**src/rtl/engine_clause_queue_pkg.sv**
```systemverilog
// Shared clause types and queue sizing helpers for the per-engine clause queue.
// Optional feature macro used by the queue: ENGINE_CLAUSE_QUEUE_BYPASS_EN.
package engine_clause_queue_pkg;

    localparam int NUM_ENGINE  = 4;
    localparam int LIT_IDX_MAX = 255;

    // Literal: sign bit above the variable index.
    typedef struct packed {
        logic                           sign;
        logic [$clog2(LIT_IDX_MAX+1)-1:0] idx;
    } lit_t;

    // Clause of up to three literals; len gives how many are meaningful.
    typedef struct packed {
        logic [1:0] len;
        lit_t       lit2;
        lit_t       lit1;
        lit_t       lit0;
    } cla_t;

    localparam int QUEUE_DEPTH_DEFAULT = 16;
    localparam int QUEUE_SLACK_DEFAULT = 2;

    // Occupancy counter width for the default depth (holds 0..DEPTH inclusive).
    localparam int COUNT_W = $clog2(QUEUE_DEPTH_DEFAULT) + 1;
    typedef logic [COUNT_W-1:0] count_t;

    // Occupancy at which full is raised toward the arbiter.
    function automatic int full_threshold(input int depth, input int slack);
        return depth - slack;
    endfunction

endpackage

```
**src/rtl/engine_clause_queue_occupancy_ctrl.sv**
```systemverilog
// Occupancy controller: pointers, count, push/pop/flush arbitration and
// full/empty/overflow status. With ENGINE_CLAUSE_QUEUE_BYPASS_EN a grant into
// an empty queue that is consumed in the same cycle is neither written nor counted.
module queue_occupancy_ctrl
    import engine_clause_queue_pkg::*;
#(
    parameter int DEPTH      = QUEUE_DEPTH_DEFAULT,
    parameter int FULL_SLACK = QUEUE_SLACK_DEFAULT
) (
    input  logic                       clock,
    input  logic                       reset,
    input  logic                       grant,
    input  logic                       flush,
    input  logic                       deq_ready,
    output logic [$clog2(DEPTH)-1:0]   wr_ptr,
    output logic [$clog2(DEPTH)-1:0]   rd_ptr,
    output logic [$clog2(DEPTH):0]     count,
    output logic                       wr_en,
    output logic                       full,
    output logic                       empty,
    output logic                       fifo_valid,
    output logic                       overflow_err
);

    localparam int CW = $clog2(DEPTH) + 1;
    localparam logic [CW-1:0] DEPTH_C   = CW'(DEPTH);
    localparam logic [CW-1:0] FULL_TH_C = CW'(full_threshold(DEPTH, FULL_SLACK));

    logic          push;
    logic          pop;
    logic          drop;
    logic          bypass_hit;
    logic [CW-1:0] count_next;

    // Decide push/pop/drop for this cycle and the resulting occupancy.
    always_comb begin
        pop        = (count != '0) && deq_ready;
        bypass_hit = 1'b0;
`ifdef ENGINE_CLAUSE_QUEUE_BYPASS_EN
        bypass_hit = (count == '0) && grant && deq_ready && !flush;
`endif
        // A pop in the same cycle frees the slot a grant at DEPTH needs.
        push       = grant && ((count != DEPTH_C) || pop) && !bypass_hit;
        drop       = grant && (count == DEPTH_C) && !pop && !flush;
        wr_en      = push && !flush;
        count_next = count;
        case ({push, pop})
            2'b10:   count_next = count + 1'b1;
            2'b01:   count_next = count - 1'b1;
            default: count_next = count;
        endcase
    end

    // Pointer and count registers; flush overrides any same-cycle push or pop.
    always_ff @(posedge clock or negedge reset) begin
        if (!reset) begin
            wr_ptr <= '0;
            rd_ptr <= '0;
            count  <= '0;
        end else if (flush) begin
            wr_ptr <= '0;
            rd_ptr <= '0;
            count  <= '0;
        end else begin
            if (push) wr_ptr <= wr_ptr + 1'b1;
            if (pop)  rd_ptr <= rd_ptr + 1'b1;
            count <= count_next;
        end
    end

    // Sticky overflow flag; only reset clears it.
    always_ff @(posedge clock or negedge reset) begin
        if (!reset) begin
            overflow_err <= 1'b0;
        end else if (drop) begin
            overflow_err <= 1'b1;
        end
    end

    // Status decode from the registered count.
    always_comb begin
        full       = (count >= FULL_TH_C);
        empty      = (count == '0);
        fifo_valid = (count != '0);
    end

endmodule

```
**src/rtl/engine_clause_queue.sv**
```systemverilog
// Per-engine clause queue: buffers granted clauses from the arbiter and hands
// them to the BCP core over a valid/ready port. full_out throttles the arbiter.
// Optional macro ENGINE_CLAUSE_QUEUE_BYPASS_EN: a grant into an empty queue is
// presented on the dequeue port in the same cycle.
module engine_clause_queue
    import engine_clause_queue_pkg::*;
#(
    parameter int DEPTH      = QUEUE_DEPTH_DEFAULT,
    parameter int FULL_SLACK = QUEUE_SLACK_DEFAULT
) (
    input  logic                     clock,
    input  logic                     reset,
    input  cla_t                     clause_in,
    input  logic                     grant_in,
    output logic                     full_out,
    input  logic                     flush_in,
    output cla_t                     deq_clause_out,
    output logic                     deq_valid_out,
    input  logic                     deq_ready_in,
    output logic                     empty_out,
    output logic [$clog2(DEPTH):0]   count_out,
    output logic                     overflow_err_out
);

    logic [$clog2(DEPTH)-1:0] wr_ptr;
    logic [$clog2(DEPTH)-1:0] rd_ptr;
    logic                     wr_en;
    logic                     empty;
    logic                     fifo_valid;
    logic                     bypass_active;
    cla_t                     mem [DEPTH];

    queue_occupancy_ctrl #(
        .DEPTH      (DEPTH),
        .FULL_SLACK (FULL_SLACK)
    ) u_occ (
        .clock        (clock),
        .reset        (reset),
        .grant        (grant_in),
        .flush        (flush_in),
        .deq_ready    (deq_ready_in),
        .wr_ptr       (wr_ptr),
        .rd_ptr       (rd_ptr),
        .count        (count_out),
        .wr_en        (wr_en),
        .full         (full_out),
        .empty        (empty),
        .fifo_valid   (fifo_valid),
        .overflow_err (overflow_err_out)
    );

    // Clause storage; contents are don't-care until written, reads are masked when empty.
    always_ff @(posedge clock) begin
        if (wr_en) mem[wr_ptr] <= clause_in;
    end

    // Dequeue port: head of the FIFO, or the incoming clause when bypassing.
    always_comb begin
        bypass_active = 1'b0;
`ifdef ENGINE_CLAUSE_QUEUE_BYPASS_EN
        bypass_active = empty && grant_in && !flush_in;
`endif
        empty_out     = empty;
        deq_valid_out = fifo_valid || bypass_active;
        if (bypass_active)  deq_clause_out = clause_in;
        else if (fifo_valid) deq_clause_out = mem[rd_ptr];
        else                 deq_clause_out = '0;
    end

endmodule
```
**config.mk**
```make
export PLATFORM = sky130hd
export DESIGN_NAME = engine_clause_queue
export DESIGN_NICKNAME = d
export VERILOG_FILES = /design/src/rtl/engine_clause_queue_pkg.sv /design/src/rtl/engine_clause_queue_occupancy_ctrl.sv /design/src/rtl/engine_clause_queue.sv
export SDC_FILE = /design/constraint.sdc
export NUM_CORES = 1
export LEC_CHECK = 0
export CAP_MARGIN = 5
export CORE_MARGIN = 2
export CORE_UTILIZATION = 54
export CTS_BUF_LIST = sky130_fd_sc_hd__clkbuf_16
export CTS_CLUSTER_DIAMETER = 40
export DETAILED_ROUTE_END_ITERATION = 8
export GPL_ROUTABILITY_DRIVEN = 0
export PLACE_DENSITY = 0.83
export SYNTH_ARGS = -nofsm -noshare
export SYNTH_HDL_FRONTEND = slang
export SYNTH_HIERARCHICAL = 1
export SYNTH_SLANG_ARGS = --single-unit
```
**constraint.sdc**
```tcl
create_clock -name clock -period 6.92 [get_ports clock]
set_input_delay 0.692 -clock clock [delete_from_list [all_inputs] [get_ports clock]]
set_output_delay 0.692 -clock clock [all_outputs]
set_load 0.02 [all_outputs]
```
Word level (Yosys, flattened, before mapping)
Memories as Yosys holds them, arrays and structs flattened.
Index checks and enable logic that the tools add are counted.

cells by class
  add/sub/neg operators = 4
  order comparisons = 1
  eq/ne operators = 4
  multiplexer cells = 9
  reductions and logical operators = 14

operators with widths
  operator               count
  $mux W29               1
  $mux W4                4
  $pmux W5 S2            1
  $add A4 B1 Y4 const B  2
  $logic_and A1 B1 Y1    6
  $add A5 B1 Y5 const B  1
  $eq A5 B5 Y1 const B   1
  $ge A5 B4 Y1 const B   1
  $logic_not A5 Y1       1
  $mux W5                1
  $ne A5 B5 Y1 const B   1
  $reduce_bool A5 Y1     1
  $sub A5 B1 Y5 const B  1
  $reduce_bool A2 Y1     2
  $reduce_bool A3 Y1     1
  $eq A2 B1 Y1 const B   1
  $eq A2 B2 Y1 const B   1
  $logic_not A1 Y1       2
  $mux W1                2
  $logic_or A1 B1 Y1     1

storage, ports and cells
  flip-flop bits (word level) = 14
  RAM bits = 464
  output and inout bits = 38
  memories kept = 1

memory list
  memory  words  bits a word  rd ports  clocked after Yosys merged registers in  wr ports  line                       text
  mem     16     29           1         0                                        1         engine_clause_queue.sv:31  cla_t mem [DEPTH];

Longest topological paths before layout
  word-level depth = 7
  depth in mapped cells = 9
  mapped depth without buffers = 9

Cells and area by module
The synthesis kept the hierarchy.

by module, submodules not included
  module                times used  cells each  area an instance (µm²)
  engine_clause_queue   1           971         18,168.7
  queue_occupancy_ctrl  1           97          907.1

Worst setup path after synthesis
No wires, ideal clock.

  path kind = in2reg
  from = in grant_in
  to = mem mem[0][0] in the netlist's numbering, enable pin
  library setup time = 451 ps
  data arrival time = 3,653 ps
  required time = 6,469 ps
  setup slack = 2,816 ps
  stages on the path = 5
  cells stage by stage = buf_2 -> o21ai_2 -> nor2_1 -> or3b_2 -> nor3_1

on the way
  cells in the longest elaborated chain, start to end = 4

ends and longest elaborated chain
  element                        line                                      text
  start, declared                engine_clause_queue.sv:14                 input logic grant_in,
  $logic_and A1 B1 Y1            engine_clause_queue_occupancy_ctrl.sv:43  push = grant && ((count != DEPTH_C) || pop) && !bypass_hit;
  $logic_and A1 B1 Y1            engine_clause_queue_occupancy_ctrl.sv:45  wr_en = push && !flush;
  via wr_en                      engine_clause_queue.sv:27                 logic wr_en;
  $mux W1                        engine_clause_queue.sv:54                 if (wr_en) mem[wr_ptr] <= clause_in;
  $mux W1 (not written as such)  engine_clause_queue.sv:54
  end, declared                  engine_clause_queue.sv:31

The timed path passes the listed nets, and every way through them passes these cells.

==> results.sh <==
export IMPL_status="finished, final reports clean"
export IMPL_synth_area_per_cell_um2=17.9
export IMPL_finalHoldViolations=0
export IMPL_cp_start_kind="flop"
export IMPL_drt_initial_drc_count=1094
export IMPL_drv_slew=0
export IMPL_cts_sinks=478
export IMPL_cp_cell_sequence="buf_12 -> mux2i_1 -> a22oi_1 -> nand2_1 -> o22ai_1 -> clkdlybuf4s50_1"
export IMPL_total_power_mw=8.05
export IMPL_fin_crit_ns=4.46
export IMPL_slowest_stage="dfrtp_4"
export IMPL_diodes=0
export IMPL_grt_pass1_vias=10400
export IMPL_slowest_delay_ns=0.98
export IMPL_dpl_cell_count=1561
export IMPL_ys_warn_count=6
export IMPL_fill_cells=2309
export IMPL_period_share_pct=64.4
export IMPL_synth_edf_count=464
export IMPL_cts_hold_buffers=0
export IMPL_post_cts_buffers=0
export IMPL_leakagePower_nw=7.09
export IMPL_drtPass1Iterations=6
export IMPL_hold_class="flop to flop"
export IMPL_grt_pass1_wl_mm=60.7
export IMPL_critPathMaxFanout=92
export IMPL_core_area_um2=34600
export IMPL_ios=72
export IMPL_synth_fp_nets=1108
export IMPL_clkLatencyLatePin_ns=0.56
export IMPL_multi_input_area_um2=4380
export IMPL_slew_headroom_pct=39.5
export IMPL_die_h_um=192
export IMPL_async_flop_share_pct=2.93
export IMPL_synth_lib_cells_used_distinct=47
export IMPL_clk_pin_slew_ns=0.06
export IMPL_ys_ff_latch=478
export IMPL_drc=0
export IMPL_arrival_ns=3.77
export IMPL_seq_area_um2=14300
export IMPL_cts_resized=0
export IMPL_max_cap_violations=0
export IMPL_cts_root_buf="clkbuf_16"
export IMPL_vias=10200
export IMPL_ff2ff_setup_slack_ns=4.08
export IMPL_portBuffers=71
export IMPL_wire_per_inst_um=24.5
export IMPL_worst_pin_slew_ns=0.905
export IMPL_synth_main_ff_cell="edfxtp_1"
export IMPL_fp_dieW_um=192
export IMPL_rsz0062_at_grt="no"
export IMPL_grt_max_degree=93
export IMPL_routed_via_density=6.14
export IMPL_die_area_um2=36800
export IMPL_skew_ns=0.0156
export IMPL_netlist_area_um2=19100
export IMPL_nets=1200
export IMPL_ir_worst_vdd_mv=0.265
export IMPL_dp_hpwl_mm=20.9
export IMPL_finalSetupViolCount=0
export IMPL_p_per_area_nw_per_um2=367
export IMPL_antenna_left=0
export IMPL_grtUsageTotal_pct=22.3
export IMPL_rows=68
export IMPL_dpl_cell_area_um2=20200
export IMPL_final_common_cell="edfxtp_1"
export IMPL_setup_ws_ns=2.46
export IMPL_clk_path_buf_depth=3
export IMPL_fin_area_um2=21900
export IMPL_area_growth_pct=14.9
export IMPL_holdWs_ns=0.477
export IMPL_drive_above_1_share_pct=11.7
export IMPL_cp_required_ns=6.23
export IMPL_final_cell_mix="464 x edfxtp_1, 223 x mux2i_1, 103 x a22oi_1"
export IMPL_setup_tns_ns=0
export IMPL_cts_buffers_inserted=52
export IMPL_ys_seq_area_share_pct=74.9
export IMPL_synthCells=1068
export IMPL_routed_wl_mm=40.6
export IMPL_post_place_ws_ns=3.06
export IMPL_stdcell_count=1656
export IMPL_initial_core_util_pct=55.1
export IMPL_cp_end_kind="primary output"
export IMPL_htreeDepth=2
export IMPL_path_class="flop to primary output"
export IMPL_cts_tree="yes"
export IMPL_overflow=0
export IMPL_antenna_found_initial=0
export IMPL_postLayoutCoreUtil_pct=63.3
export IMPL_timing_fmax_mhz=224
==> state kept, by name (all words and copies together) (netlist names) <==
| register | count |
|---|---|
| mem | 464 |
| u_occ/rd_ptr | 4 |
| u_occ/overflow_err | 1 |
| u_occ/wr_ptr | 4 |
| u_occ/count | 5 |
==> cells by family (layout without fill, tap and decap cells) <==
| family | Yosys count | in the layout | share of synthesized area (%) |
|---|---|---|---|
| flops | 478 | 478 | 74.9 |
| mux | 231 | 231 | 12.7 |
| compound gates | 166 | 166 | 6.17 |
| simple gates | 114 | 114 | 2.69 |
| buf+inv | 66 | 199 | 2.84 |
| xor+xnor | 7 | 7 | 0.321 |
| fa+ha+maj | 6 | 6 | 0.433 |
==> path summary, 6_finish.rpt <==
path,from,endpoint,cells past startpoint
max,u_occ/rd_ptr[0]$_DFFE_PN0P_,deq_clause_out[20],6
min,u_occ/overflow_err$_DFFE_PN0P_,u_occ/overflow_err$_DFFE_PN0P_,1
max reg2reg,u_occ/count[1]$_DFFE_PN0P_,mem[14][25]$_DFFE_PP_,7
min reg2reg,u_occ/overflow_err$_DFFE_PN0P_,u_occ/overflow_err$_DFFE_PN0P_,1
max in group asynchronous,reset,u_occ/rd_ptr[0]$_DFFE_PN0P_,1
min in group asynchronous,reset,u_occ/count[2]$_DFFE_PN0P_,1
==> power by group <==
part           internal (mW)  switching (mW)  leakage (nW)
registers               3.22           0.113          4.37
logic                  0.888            1.10          1.86
clock network           1.60            1.14         0.864
total                   5.71            2.35          7.09
==> worst max-delay path: cells and delay by family (launching register included) <==
family	cells	cell delay, ns
AO/OA/AOI/OAI	2	0.55
flip-flops	1	0.98
multiplexers	1	0.20
AND/OR/NAND/NOR	1	0.10
buffers and inverters	2	1.22
==> synth_stat cells, types with 7 or more instances <==
library cell | n | area, µm²
a22oi_1 | 103 | 773
buf_2 | 12 | 60.1
edfxtp_1 | 464 | 13900
mux2i_1 | 223 | 2230
buf_6 | 14 | 158
o21ai_1 | 14 | 70.1
nand2_1 | 60 | 225
clkbuf_1 | 18 | 67.6
buf_12 | 9 | 180
inv_1 | 7 | 26.3
dfrtp_1 | 14 | 350
nor2_1 | 24 | 90.1
a21oi_1 | 9 | 45.0
o22ai_1 | 23 | 144
==> routing by layer <==
layer  part of all wire [%]  up-vias  global-route usage, %
li1                       -     4463                      -
met1                     39     5151                   29.2
met3                    8.1       91                   4.29
met2                     50      465                   37.6
met5                      0        -                      0
met4                    2.7        0                   7.93
==> layout make-up <==
type | count | area share [%]
repair buffers | 97 | 4.25
clock inverters | 42 | 1.79
clock buffers | 53 | 6.05
inverters | 7 | 0.120
flip-flops and latches | 478 | 65.2
well taps | 455 | 2.60
multi-input cells | 524 | 20.0
Note: power is estimated with default switching activity, not from simulation.
